`src/rtl/rtc_pkg.sv`:
```
`default_nettype none
// ============================================================================
//  Module  : rtc_pkg
//  Brief   : Shared types, field indices and helpers for the RTC poll manager.
//  Rev     : 1.0  initial release
// ============================================================================
package rtc_pkg;

    // Default burst geometry of a DS1302-style time block.
    localparam int RTC_N_FIELDS = 7;
    localparam int RTC_FW       = 8;

    // Clock-halt flag lives in the top bit of the seconds byte.
    localparam int CH_BIT = RTC_FW - 1;

    // Field order inside a burst.
    localparam int FLD_SEC   = 0;
    localparam int FLD_MIN   = 1;
    localparam int FLD_HOUR  = 2;
    localparam int FLD_DATE  = 3;
    localparam int FLD_MONTH = 4;
    localparam int FLD_WEEK  = 5;
    localparam int FLD_YEAR  = 6;

    typedef enum logic [2:0] {
        ST_IDLE      = 3'd0,
        ST_READ_CH   = 3'd1,
        ST_CLEAR_CH  = 3'd2,
        ST_WRITE     = 3'd3,
        ST_SETTLE    = 3'd4,
        ST_READ_TIME = 3'd5
    } rtc_state_e;

    // Extract one field from a packed burst.
    function automatic logic [RTC_FW-1:0] field_get(
        input logic [RTC_N_FIELDS*RTC_FW-1:0] bus,
        input int                              idx
    );
        return bus[idx*RTC_FW +: RTC_FW];
    endfunction

endpackage
`default_nettype wire

```
`src/rtl/rtc_cycle_timer.sv`:
```
`default_nettype none
// ============================================================================
//  Module  : rtc_cycle_timer
//  Brief   : Loadable down-counter; expired_o is high while the count is zero.
//  Rev     : 1.0  initial release
// ============================================================================
module rtc_cycle_timer #(
    parameter int W = 8
) (
    input  logic         clk,
    input  logic         rst,
    input  logic         load_i,
    input  logic [W-1:0] load_val_i,
    output logic         expired_o
);

    logic [W-1:0] cnt_q;

    // Load has priority; otherwise count down and park at zero.
    always_ff @(posedge clk or posedge rst) begin
        if (rst) begin
            cnt_q <= '0;
        end else if (load_i) begin
            cnt_q <= load_val_i;
        end else if (cnt_q != '0) begin
            cnt_q <= cnt_q - 1'b1;
        end
    end

    assign expired_o = (cnt_q == '0);

endmodule
`default_nettype wire

```
`src/rtl/rtc_poll_mgr.sv`:
```
`default_nettype none
// ============================================================================
//  Module  : rtc_poll_mgr
//  Brief   : Schedules RTC transactions for a DS1302-style serial controller:
//            periodic burst poll, clock-halt clearing, queued user writes,
//            validated time snapshot and controller-stall timeout.
//            Optional alarm comparator enabled by macro RTC_ALARM_EN.
//  Rev     : 1.0  initial release
// ============================================================================
module rtc_poll_mgr
    import rtc_pkg::*;
#(
    parameter int N_FIELDS    = RTC_N_FIELDS,
    parameter int FW          = RTC_FW,
    parameter int POLL_CYC    = 5000000,
    parameter int TIMEOUT_CYC = 1000000,
    parameter int SETTLE_CYC  = 4
) (
    input  logic                   clk,
    input  logic                   rst,
    input  logic                   wr_req_i,
    input  logic [N_FIELDS*FW-1:0] wr_data_i,
    output logic                   wr_busy_o,
    output logic                   wr_done_o,
    output logic [N_FIELDS*FW-1:0] rd_data_o,
    output logic                   rd_valid_o,
    output logic                   ch_cleared_o,
    output logic                   err_timeout_o,
    output logic                   ctl_wr_req_o,
    input  logic                   ctl_wr_ack_i,
    output logic [N_FIELDS*FW-1:0] ctl_wr_data_o,
    output logic                   ctl_rd_req_o,
    input  logic                   ctl_rd_ack_i,
    input  logic [N_FIELDS*FW-1:0] ctl_rd_data_i
`ifdef RTC_ALARM_EN
    ,
    input  logic [3*FW-1:0]        alarm_time_i,
    input  logic                   alarm_arm_i,
    output logic                   alarm_irq_o
`endif
);

    localparam int DW     = N_FIELDS * FW;
    localparam int CH_POS = FLD_SEC * FW + (FW - 1);
    localparam int PT_MAX = (POLL_CYC > SETTLE_CYC) ? POLL_CYC : SETTLE_CYC;
    localparam int PTW    = $clog2(PT_MAX + 1);
    localparam int TOW    = $clog2(TIMEOUT_CYC + 1);
    localparam logic [DW-1:0] CH_MASK = DW'(1) << CH_POS;

    rtc_state_e    state_q;
    logic          ctl_rd_req_q;
    logic          ctl_wr_req_q;
    logic [DW-1:0] ctl_wr_data_q;
    logic [DW-1:0] rd_data_q;
    logic          rd_valid_q;
    logic          wr_done_q;
    logic          ch_cleared_q;
    logic          err_q;
    logic          pend_q;
    logic [DW-1:0] pend_buf_q;
    logic          user_wr_q;

    logic           rd_ack_ok;
    logic           wr_ack_ok;
    logic           req_out;
    logic           to_expired;
    logic           timeout_fire;
    logic           pt_expired;
    logic           pt_load;
    logic [PTW-1:0] pt_val;
    logic [DW-1:0]  rd_masked;

    // Acks only count while the matching request is outstanding.
    assign rd_ack_ok    = ctl_rd_req_q & ctl_rd_ack_i;
    assign wr_ack_ok    = ctl_wr_req_q & ctl_wr_ack_i;
    assign req_out      = ctl_rd_req_q | ctl_wr_req_q;
    // An ack arriving on the expiry cycle beats the timeout.
    assign timeout_fire = req_out & ~rd_ack_ok & ~wr_ack_ok & to_expired;
    assign rd_masked    = ctl_rd_data_i & ~CH_MASK;

    // Shared poll/settle timer: settle after any write ack, poll restart at end of poll or timeout.
    always_comb begin
        pt_load = 1'b0;
        pt_val  = PTW'(POLL_CYC - 1);
        if (wr_ack_ok) begin
            pt_load = 1'b1;
            pt_val  = PTW'(SETTLE_CYC - 1);
        end else if (((state_q == ST_READ_TIME) && rd_ack_ok) || timeout_fire) begin
            pt_load = 1'b1;
        end
    end

    rtc_cycle_timer #(.W(PTW)) u_poll_timer (
        .clk        (clk),
        .rst        (rst),
        .load_i     (pt_load),
        .load_val_i (pt_val),
        .expired_o  (pt_expired)
    );

    // Ack timer is held loaded whenever no request is outstanding.
    rtc_cycle_timer #(.W(TOW)) u_ack_timer (
        .clk        (clk),
        .rst        (rst),
        .load_i     (~req_out),
        .load_val_i (TOW'(TIMEOUT_CYC - 1)),
        .expired_o  (to_expired)
    );

    // Transaction sequencer with registered requests, payload and status pulses.
    always_ff @(posedge clk or posedge rst) begin
        if (rst) begin
            state_q       <= ST_IDLE;
            ctl_rd_req_q  <= 1'b0;
            ctl_wr_req_q  <= 1'b0;
            ctl_wr_data_q <= '0;
            rd_data_q     <= '0;
            rd_valid_q    <= 1'b0;
            wr_done_q     <= 1'b0;
            ch_cleared_q  <= 1'b0;
            err_q         <= 1'b0;
            pend_q        <= 1'b0;
            pend_buf_q    <= '0;
            user_wr_q     <= 1'b0;
        end else begin
            rd_valid_q   <= 1'b0;
            wr_done_q    <= 1'b0;
            ch_cleared_q <= 1'b0;
            // User write stays busy until the cycle after its verifying snapshot.
            if (rd_valid_q) begin
                user_wr_q <= 1'b0;
            end
            if (wr_req_i) begin
                pend_q     <= 1'b1;
                pend_buf_q <= wr_data_i;
            end
            if (rd_ack_ok || wr_ack_ok) begin
                err_q <= 1'b0;
            end
            if (timeout_fire) begin
                ctl_rd_req_q <= 1'b0;
                ctl_wr_req_q <= 1'b0;
                err_q        <= 1'b1;
                user_wr_q    <= 1'b0;
                state_q      <= ST_IDLE;
                // Put an abandoned user write back unless a newer one is already queued.
                if ((state_q == ST_WRITE) && !pend_q && !wr_req_i) begin
                    pend_q     <= 1'b1;
                    pend_buf_q <= ctl_wr_data_q;
                end
            end else begin
                case (state_q)
                    ST_IDLE: begin
                        if (pend_q) begin
                            state_q       <= ST_WRITE;
                            ctl_wr_data_q <= pend_buf_q;
                            user_wr_q     <= 1'b1;
                            if (!wr_req_i) begin
                                pend_q <= 1'b0;
                            end
                        end else if (pt_expired) begin
                            state_q <= ST_READ_CH;
                        end
                    end
                    ST_READ_CH: begin
                        if (!ctl_rd_req_q) begin
                            ctl_rd_req_q <= 1'b1;
                        end else if (rd_ack_ok) begin
                            ctl_rd_req_q <= 1'b0;
                            if (ctl_rd_data_i[CH_POS]) begin
                                ctl_wr_data_q <= rd_masked;
                                state_q       <= ST_CLEAR_CH;
                            end else begin
                                state_q <= ST_READ_TIME;
                            end
                        end
                    end
                    ST_CLEAR_CH, ST_WRITE: begin
                        if (!ctl_wr_req_q) begin
                            ctl_wr_req_q <= 1'b1;
                        end else if (wr_ack_ok) begin
                            ctl_wr_req_q <= 1'b0;
                            if (state_q == ST_WRITE) begin
                                wr_done_q <= 1'b1;
                            end else begin
                                ch_cleared_q <= 1'b1;
                            end
                            state_q <= ST_SETTLE;
                        end
                    end
                    ST_SETTLE: begin
                        if (pt_expired) begin
                            state_q <= ST_READ_TIME;
                        end
                    end
                    ST_READ_TIME: begin
                        if (!ctl_rd_req_q) begin
                            ctl_rd_req_q <= 1'b1;
                        end else if (rd_ack_ok) begin
                            ctl_rd_req_q <= 1'b0;
                            rd_data_q    <= rd_masked;
                            rd_valid_q   <= 1'b1;
                            state_q      <= ST_IDLE;
                        end
                    end
                    default: begin
                        state_q <= ST_IDLE;
                    end
                endcase
            end
        end
    end

    assign wr_busy_o     = pend_q | user_wr_q;
    assign wr_done_o     = wr_done_q;
    assign rd_data_o     = rd_data_q;
    assign rd_valid_o    = rd_valid_q;
    assign ch_cleared_o  = ch_cleared_q;
    assign err_timeout_o = err_q;
    assign ctl_wr_req_o  = ctl_wr_req_q;
    assign ctl_wr_data_o = ctl_wr_data_q;
    assign ctl_rd_req_o  = ctl_rd_req_q;

`ifdef RTC_ALARM_EN
    logic [2:0] fld_eq;
    logic       alarm_match;
    logic       match_prev_q;
    logic       alarm_irq_q;

    for (genvar g = 0; g < 3; g++) begin : g_alarm_fld
        logic [FW-1:0] cur_v;
        logic [FW-1:0] ref_v;
        assign cur_v = FW'(field_get(rd_data_q, g));
        assign ref_v = alarm_time_i[g*FW +: FW];
        if (g == FLD_SEC) begin : g_sec
            assign fld_eq[g] = (cur_v[FW-2:0] == ref_v[FW-2:0]);
        end else begin : g_other
            assign fld_eq[g] = (cur_v == ref_v);
        end
    end

    assign alarm_match = &fld_eq;

    // One interrupt per matching second: fire only on a fresh match.
    always_ff @(posedge clk or posedge rst) begin
        if (rst) begin
            match_prev_q <= 1'b0;
            alarm_irq_q  <= 1'b0;
        end else begin
            alarm_irq_q <= 1'b0;
            if (!alarm_arm_i) begin
                match_prev_q <= 1'b0;
            end else if (rd_valid_q) begin
                alarm_irq_q  <= alarm_match & ~match_prev_q;
                match_prev_q <= alarm_match;
            end
        end
    end

    assign alarm_irq_o = alarm_irq_q;
`endif

endmodule
`default_nettype wire

```
`config.mk`:
```
export PLATFORM = sky130hd
export DESIGN_NAME = rtc_poll_mgr
export DESIGN_NICKNAME = d
export VERILOG_FILES = /design/src/rtl/rtc_pkg.sv /design/src/rtl/rtc_cycle_timer.sv /design/src/rtl/rtc_poll_mgr.sv
export SDC_FILE = /design/constraint.sdc
export NUM_CORES = 1
export LEC_CHECK = 0
export ABC_CLOCK_PERIOD_IN_PS = 8700
export CORE_UTILIZATION = 42
export DETAILED_ROUTE_END_ITERATION = 8
export PLACE_DENSITY = 0.68
export SKIP_LAST_GASP = 1
export SLEW_MARGIN = 25
export SYNTH_ARGS = -nofsm -noshare
export SYNTH_HDL_FRONTEND = slang
export SYNTH_HIERARCHICAL = 1
export SYNTH_SLANG_ARGS = --single-unit
```
`constraint.sdc`:
```
create_clock -name clk -period 8.7 [get_ports clk]
set_input_delay 1.74 -clock clk [delete_from_list [all_inputs] [get_ports clk]]
set_output_delay 1.74 -clock clk [all_outputs]
set_load 0.1 [all_outputs]
```
==> metrics.md <==
| Metric | Value |
|---|---|
| Starting Density | 43.13% |
| Remaining Overflow, GRT | 0 |
| Area leader, netlist | dfrtp_1 |
| Wirelength per Cell | 17.85 µm |
| Status | completed |
| CORE AREA | 0.02533 mm² |
| Total Routing Usage GR | 20.43% |
| Starting DRT DRC Count | 458 |
| Vias per inst | 5.178 |
| Critical path class | in2reg |
| EDFF count, synth | 0 |
| Global-route wire length before repair | 43.56 mm |
| Post_cts resized | 0 |
| Synthesized netlist cell count | 907 |
| Die height | 163.3 µm |
| Unique masters post-synth | 71 |
| Ys flop type | dfrtp_1 |
| Final WL | 26.81 mm |
| Crit path required time | 9050 ps |
| CTS tree | done |
| Worst path max stage delay | 740 ps |
| CTS buffer count | 26 |
| Worst Skew | 8.353 ps |
| Synthesized flop and latch total | 221 |
| Area contributors post-synth | dfrtp_1 51%, mux2_2 13%, mux2_4 5.4% |
| Die width | 163.3 µm |
| CTS Hold Buffers Added | 0 |
| Fin crit share | 49.90% |
| Clock sink count | 221 |
| Asr flop ratio synth | 100.0% |
| Max-Cap Viols | 0 |
| Area share of the largest cell type after synthesis | 50.62% |
| Count leader, synth | dfrtp_1 |
| RSZ-0062 raised after global routing | false |
| Vias in the first global route | 7979 |
| Final setup fails | 0 |
| CTS clk-pin slew, worst paths | 60 ps |
| ANT cells | 0 |
| Setup TNS | 0 ps |
| Final Hold Fails | 0 |
| Top post-synthesis cells by count | 221 x dfrtp_1, 126 x mux2_2, 107 x nand2_1 |
| Critical path, cell by cell | clkdlybuf4s50_1, and2_1, nand3_4, nand3_1, buf_4, inv_1, o21ai_1, a22oi_1 |
| Fmax | 230.3 MHz |
| Post-synthesis to final-layout area growth | 32.70% |
| Register area share after synthesis | 50.62% |
| CP arrival | 4690 ps |
| FP Rows | 58 |
| Crit Path Max Fanout | 57 |
| Avg Cell Area, Syn | 12.04 µm² |
| Post-CTS Setup Bufs | 0 |
| Largest net degree at the start of global routing | 113 |
| Synth warn | 6 |
| Startpoint types | input pin |
| CTS max path bufs | 3 |
| Relative max-transition margin | 25.46% |
| Worst-Margin Slew | 1115 ps |
| Pre-antenna DRT Iters | 4 |
| Antenna Nets Post-Route | 0 |
| Worst Setup End Kind | flip-flop |
| Routability Congestion | 0.7920 |
| Die area | 0.02666 mm² |
| Worst hold path type | reg2reg |
| Syn Std Cell Area | 0.01092 mm² |
| Root Buffer | clkbuf_16 |
| Final Critical Period | 4341 ps |
| Nets | 1273 |
| # H-tree levels | 1 |
| Port bufs | 234 |
| Vias post-DR | 7777 |
| Initial antenna violation count | 1 |
| Slowest stage cell, crit path | nand3_4 |
| Final Max Slew Viols | 0 |
| Drt drc | 0 |
| DP HPWL | 17.27 mm |
| I/O Pins | 236 |
| Worst-skew pair later-pin latency | 520 ps |
| Share of layout cells above drive strength 1 | 20.99% |
==> registers in the layout (all words and copies together) (netlist names) <==
register,flops
ch_cleared_o,1
ctl_rd_req_o,1
ctl_wr_data_o,56
ctl_wr_req_o,1
err_timeout_o,1
pend_buf_q,56
pend_q,1
rd_data_o,55
rd_valid_o,1
state_q,3
u_ack_timer/cnt_q,20
u_poll_timer/cnt_q,23
user_wr_q,1
wr_done_o,1
==> kinds of logic (layout without fill, tap and decap cells) <==
family / count (synthesis) / count (layout) / share of synthesized area, %
muxes: 224 / 224 / 23.77
DFF: 221 / 221 / 50.62
and+or+nand+nor: 216 / 216 / 11.17
AOI/OAI and AO/OA: 146 / 146 / 8.338
buffers and inverters: 70 / 304 / 3.688
xor gates and xnor gates: 25 / 25 / 2.004
adders and majority gates: 3 / 3 / 0.3436
other: 2 / 33 / 0.06875
==> layer usage <==
metal / up-vias / track usage, % / wire length [µm]
met5: - / 0 / 12
met4: 2 / 4.036 / 438
met3: 32 / 7.110 / 2201
met2: 183 / 32.74 / 12500
met1: 3854 / 26.68 / 11660
li1: 3706 / - / -
==> path summary, 6_finish.rpt <==
kind / from / to / slack (ps) / cells after the start
max: ctl_rd_ack_i / u_poll_timer/cnt_q[18] / 4360 / 8
min: rd_data_o[51] / rd_data_o[51] / 500 / 1
min in group asynchronous: rst / user_wr_q / 1800 / 2
max reg2reg: u_ack_timer/cnt_q[4] / u_poll_timer/cnt_q[18] / 4590 / 10
max in group asynchronous: rst / rd_data_o[11] / 5360 / 3
min reg2reg: rd_data_o[51] / rd_data_o[51] / 500 / 1
==> per-stage QoR <==
stage | cell area, µm² | setup slack, ps | std cells | hold slack [ps] | util, %
after global routing | 14500 | 4058 | 1502 | 508.6 | 57.24
after detailed placement | 13540 | 3782 | 1455 | 491.9 | 53.44
final | 14500 | 4359 | 1502 | 501.3 | 57.24
after floorplan | 11040 | 2130 | 938 | 511.3 | -
after global placement | 13540 | 3747 | 1455 | 486.7 | 53.44
after CTS | 14490 | 4328 | 1502 | 505.3 | 57.22
==> placed cells by master, fill, tap and decap left out, drive strengths merged, types with 4 or more instances in the layout <==
master and n:
inv 15, o21ai 76, xnor2 8, nor3 18, a21oi 11, mux2 166, o31a 5, clkbuf 42
mux2i 58, dfrtp 221, nor4 10, nand2b 6, nand4b 4, buf 9, nand3 11, nand4 10
bufinv 4, nand2 107, clkdlybuf4s50 233, a22oi 5, nor2 21, nor2b 5, conb 33, xor2 17
o31ai 25, or2 4
==> critical path, delay by kind of cell <==
family | cells | cell delay [ps]
AO/OA/AOI/OAI | 2 | 630
AND/OR/NAND/NOR | 3 | 1270
buffers and inverters | 3 | 1030
==> final cells by class <==
| class | count | area, µm² |
|---|---|---|
| timing repair buffer | 242 | 2404 |
| fill | 2152 | 10830 |
| sequential | 221 | 5530 |
| multi-input combinational | 647 | 5129 |
| tap | 330 | 412.9 |
| inverter | 15 | 63.81 |
| clock inverter | 5 | 125.1 |
| clock buffer | 42 | 832.0 |
Power is not shown: default switching activity piles up to over one toggle a cycle in this logic, so the estimate is an artifact.
